## src/rtl/pwm_peripheral_if.sv

```systemverilog
// Config-register and pin bundle between the SPI register bank and the PWM peripheral.
// The master side owns the enables and duty; the peripheral drives the pins.
interface pwm_peripheral_if #(
    parameter int NUM_OUT = 16
);
    logic [NUM_OUT-1:0] en_out;
    logic [NUM_OUT-1:0] en_pwm;
    logic [7:0]         duty;
    logic [NUM_OUT-1:0] out;
    logic               period_start;

    modport master (
        output en_out,
        output en_pwm,
        output duty,
        input  out,
        input  period_start
    );

    modport slave (
        input  en_out,
        input  en_pwm,
        input  duty,
        output out,
        output period_start
    );
endinterface

```

## src/rtl/pwm_peripheral.sv

```systemverilog
// Shared 8-bit PWM with a clock divider and double-buffered duty.
// Drives NUM_OUT pins, each forced low, static high or PWM.
module pwm_peripheral #(
    parameter int CLK_DIV = 13,
    parameter int NUM_OUT = 16
) (
    input  logic             clk,
    input  logic             rst_n,
    pwm_peripheral_if.slave  bus
);
    localparam int DIV_W = (CLK_DIV > 1) ? $clog2(CLK_DIV) : 1;

    logic [DIV_W-1:0] div_cnt;
    logic [DIV_W-1:0] div_next;
    logic [7:0]       pwm_cnt;
    logic [7:0]       cnt_next;
    logic [7:0]       duty_active;
    logic [7:0]       duty_next;
    logic             tick;
    logic             wrap;
    logic             pwm_sig_next;

    // The pins are registered from the counter/duty values of the coming
    // cycle, so PWM edges land on the same clk as period_start.
    always_comb begin
        tick         = (div_cnt == DIV_W'(CLK_DIV - 1));
        wrap         = tick && (pwm_cnt == 8'hFF);
        div_next     = tick ? '0 : div_cnt + DIV_W'(1);
        cnt_next     = tick ? pwm_cnt + 8'd1 : pwm_cnt;
        duty_next    = wrap ? bus.duty : duty_active;
        pwm_sig_next = (duty_next == 8'hFF) | (cnt_next < duty_next);
    end

    always_ff @(posedge clk or negedge rst_n) begin
        if (!rst_n) begin
            div_cnt          <= '0;
            pwm_cnt          <= 8'h00;
            duty_active      <= 8'h00;
            bus.period_start <= 1'b0;
            bus.out          <= '0;
        end else begin
            div_cnt          <= div_next;
            pwm_cnt          <= cnt_next;
            duty_active      <= duty_next;
            bus.period_start <= wrap;
            bus.out          <= bus.en_out & (~bus.en_pwm | {NUM_OUT{pwm_sig_next}});
        end
    end
endmodule
```

## src/flat_wrapper.sv

```systemverilog
// flat-port wrapper written by rule: the top's interface ports become plain ports
module pwm_peripheral_flat 
#(
    parameter int CLK_DIV = 13,
    parameter int NUM_OUT = 16
)
  (clk, rst_n, bus_en_out, bus_en_pwm, bus_duty, bus_out, bus_period_start);
  pwm_peripheral_if #(.NUM_OUT(NUM_OUT)) bus_i ();
  input  logic clk;
  input  logic rst_n;
  input wire logic [$bits(bus_i.en_out)-1:0] bus_en_out;
  input wire logic [$bits(bus_i.en_pwm)-1:0] bus_en_pwm;
  input wire logic [$bits(bus_i.duty)-1:0] bus_duty;
  output wire logic [$bits(bus_i.out)-1:0] bus_out;
  output wire logic [$bits(bus_i.period_start)-1:0] bus_period_start;
  assign bus_i.en_out = bus_en_out;
  assign bus_i.en_pwm = bus_en_pwm;
  assign bus_i.duty = bus_duty;
  assign bus_out = bus_i.out;
  assign bus_period_start = bus_i.period_start;
  pwm_peripheral #(.CLK_DIV(CLK_DIV), .NUM_OUT(NUM_OUT)) u_core (.clk(clk), .rst_n(rst_n), .bus(bus_i));
endmodule
```

## config.mk

```make
export PLATFORM = sky130hd
export DESIGN_NAME = pwm_peripheral_flat
export DESIGN_NICKNAME = d
export VERILOG_FILES = /design/src/rtl/pwm_peripheral_if.sv /design/src/rtl/pwm_peripheral.sv /design/src/flat_wrapper.sv
export SDC_FILE = /design/constraint.sdc
export NUM_CORES = 1
export LEC_CHECK = 0
export ABC_AREA = 1
export CORE_UTILIZATION = 42
export DETAILED_ROUTE_END_ITERATION = 7
export HOLD_SLACK_MARGIN = 0.03
export PLACE_DENSITY = 0.74
export SYNTH_ARGS = -nofsm -noshare
export SYNTH_HDL_FRONTEND = slang
export SYNTH_SLANG_ARGS = --single-unit
```

## constraint.sdc

```tcl
create_clock -name clk -period 4.7 [get_ports clk]
set_clock_uncertainty 0.1 [all_clocks]
set_input_delay 0.94 -clock clk [delete_from_list [all_inputs] [get_ports clk]]
set_output_delay 0.94 -clock clk [all_outputs]
set_load 0.02 [all_outputs]
```

==> impl_metrics.toml <==
[run_status]
status = "complete, no violations"

[final_layout]
most-common-layout-cells = "clkdlybuf4s50_1, nand2_1, inv_1"
area_delta_synth_final_pct = 37.2
layout_commonest_cell = "clkdlybuf4s50_1"
final-seq-area_um2 = 926
multi_input_area_um2 = 728
drive_gt1_frac = 0.104
antenna_cells = 0
fill_cells = 368
nNetsFinal = 311

[clock_network]
root_buffer = "clkbuf_8"
clock_path_buffers = 2
cts_sinks = 37
cts.htree.levels = 2
cts_buffers = 5
clk_latency_ns = 0.28
cts.clk_slew.worst_paths_ns = 0.06
cts_resized = 0
cts_tree = "built"
holdBufCountCts = 0
postCtsSetupBuffers = 0

[floorplanning]
rows = 23
die_area_um2 = 4650
die_y_um = 68.2
die_w_um = 68.2
io_pins = 59
initial_core_util = 0.448
core_um2 = 4120

[route]
top_layer = "met4"
final_antenna_net_count = 0
drc_errors = 0
wl_met1_mm = 1.34
dr_wl_met3_um = 321
via_per_inst = 4.45
wl_per_cell_um = 10.6
dr_total_vias = 1378
wl_met2_mm = 1.57
dr.pass1.iters = 4
drt-total-wl_mm = 3.29
drtIter0Drc = 39

[sta]
setup_violations = 0
rsz0062_at_grt = "false"
fin_crit_sh = 0.652
relSlewSlack = 0.382
hold_viol = 0
fmax_mhz = 326
setup_tns_ns = 0
drv_slew = 0
worstMarginPinSlew_ns = 0.926
fin_hold_ws_ns = 0.410
period_needed_ns = 3.07

[grt]
antenna_found_initial = 0
grtUsageTotal = 0.169
grt_pass1_vias = 1360
grt-ovfl-total = 0
grt_max_degree = 38
grt_pass1_wl_mm = 5.64

[worst_hold_path]
hold_class = "reg -> reg"

[setup_path]
rr_endpoint = "u_core.bus.out[2]"
required_ns = 4.82
crit_top_cell = "nand3_1"
crit_arrival_ns = 3.19
critPathMaxFanout = 16
crit_chain = "inv_1 > ha_1 > nand3_1 > nor2_1 > nand3_1 > nor3_1 > xor2_1 > ha_1 > nand2_1 > nor2_1 > a211oi_1 > nand2_2 > nand3_1 > nand2_1 > inv_1"
crit_buf_inv = 2
timing_worst_setup_path_type = "reg -> reg"
cp.depth = 15
endpoint = "u_core.bus.out[2]"
reg2reg_depth = 15
startpoint_type = "register"
crit_family = "simple AND/OR/NAND/NOR gates"
crit_slowest_cell = "dfrtp_1"
r2r_start = "u_core.div_cnt[0]"
crit_start = "u_core.div_cnt[0]"
cp-end-kind = "register"
regToRegSetupSlack_ns = 1.63
slowest_delay_ns = 0.40

[synth]
ys_ff_latch = 37
synthFlopType = "dfrtp_1"
syn_avg_cell_area_um2 = 9.35
syn_area_um2 = 1840
synth_cells = 197
syn_nets = 249
ys_async_sr_fraction = 1.00
synth_cell_types = 23
yosysSeqAreaShare = 0.503
synth_edf_count = 0
synth_warnings = 0

[place]
post-dp-hpwl_mm = 2.55
gp_congestion = 0.752
port_buffers = 58

[run]
maxCapViolCount = 0

[power_and_ir_drop]
powerDensity_nw_per_um2 = 238
peakVddDrop_mv = 0.141
power.total_uw = 602
leakage_nw = 1.25
==> metal layers <==
metal  GRT usage  up-vias
li1            -      725
met1       0.179      604
met2       0.278       43
met3      0.0883        6
met4      0.0703        0
met5           0        -
==> sequential cells by signal, indices dropped and copies added (netlist names) <==
signal,flops
u_core.pwm_cnt,8
u_core.bus.out,16
u_core.bus.period_start,1
u_core.div_cnt,4
u_core.duty_active,8
==> layout make-up <==
cell class | instances | share of cell area
multi-input cells | 116 | 0.288
inverters | 41 | 0.0609
repair buffers | 58 | 0.228
clock buffers | 8 | 0.0317
well taps | 50 | 0.0248
flip-flops and latches | 37 | 0.367
==> worst min-delay path by stage <==
stage                          start               endpoint  slack [ns]  depth (start not counted)
6_report           u_core.pwm_cnt[7]      u_core.pwm_cnt[7]        0.41                          1
4_1_cts        u_core.duty_active[3]  u_core.duty_active[3]        0.42                          2
3_3_place_gp       u_core.pwm_cnt[7]      u_core.pwm_cnt[7]        0.39                          1
5_1_grt            u_core.pwm_cnt[7]      u_core.pwm_cnt[7]        0.43                          1
3_5_place_dp   u_core.duty_active[3]  u_core.duty_active[3]        0.40                          2
2_1_floorplan      u_core.pwm_cnt[7]      u_core.pwm_cnt[7]        0.36                          1
==> power by group <==
part	internal (mW)	leakage [nW]	switching (mW)
Sequential	0.325	0.434	0.00173
Combinational	0.0433	0.777	0.0266
Clock	0.105	0.0395	0.100
==> cell usage after synthesis (all sizes together) (2+ instances only) <==
| library cell | number | area share |
|---|---|---|
| inv | 40 | 0.082 |
| nor2 | 10 | 0.033 |
| xnor2 | 3 | 0.014 |
| dfrtp | 37 | 0.50 |
| ha | 10 | 0.068 |
| a21oi | 2 | 0.0054 |
| xor2 | 5 | 0.024 |
| nand2 | 52 | 0.11 |
| o21ai | 4 | 0.011 |
| buf | 3 | 0.018 |
| nand3 | 26 | 0.10 |
==> stage by stage <==
step	setup WS, ns	cells	util	area [um^2]
floorplan	2.10	197	-	1840
global placement	1.57	302	0.594	2450
detailed placement	1.54	302	0.594	2450
CTS	1.57	310	0.614	2530
global route	1.30	310	0.614	2530
finish	1.63	310	0.614	2530
==> cells by family after synthesis <==
logic type / count (synthesis) / synth area share
buffers and inverters: 44 / 0.102
and+or+nand+nor: 91 / 0.269
AOI/OAI and AO/OA: 7 / 0.0204
DFF: 37 / 0.503
xor gates and xnor gates: 8 / 0.0380
adders and majority gates: 10 / 0.0679
Note: power is estimated with default switching activity, not from simulation.
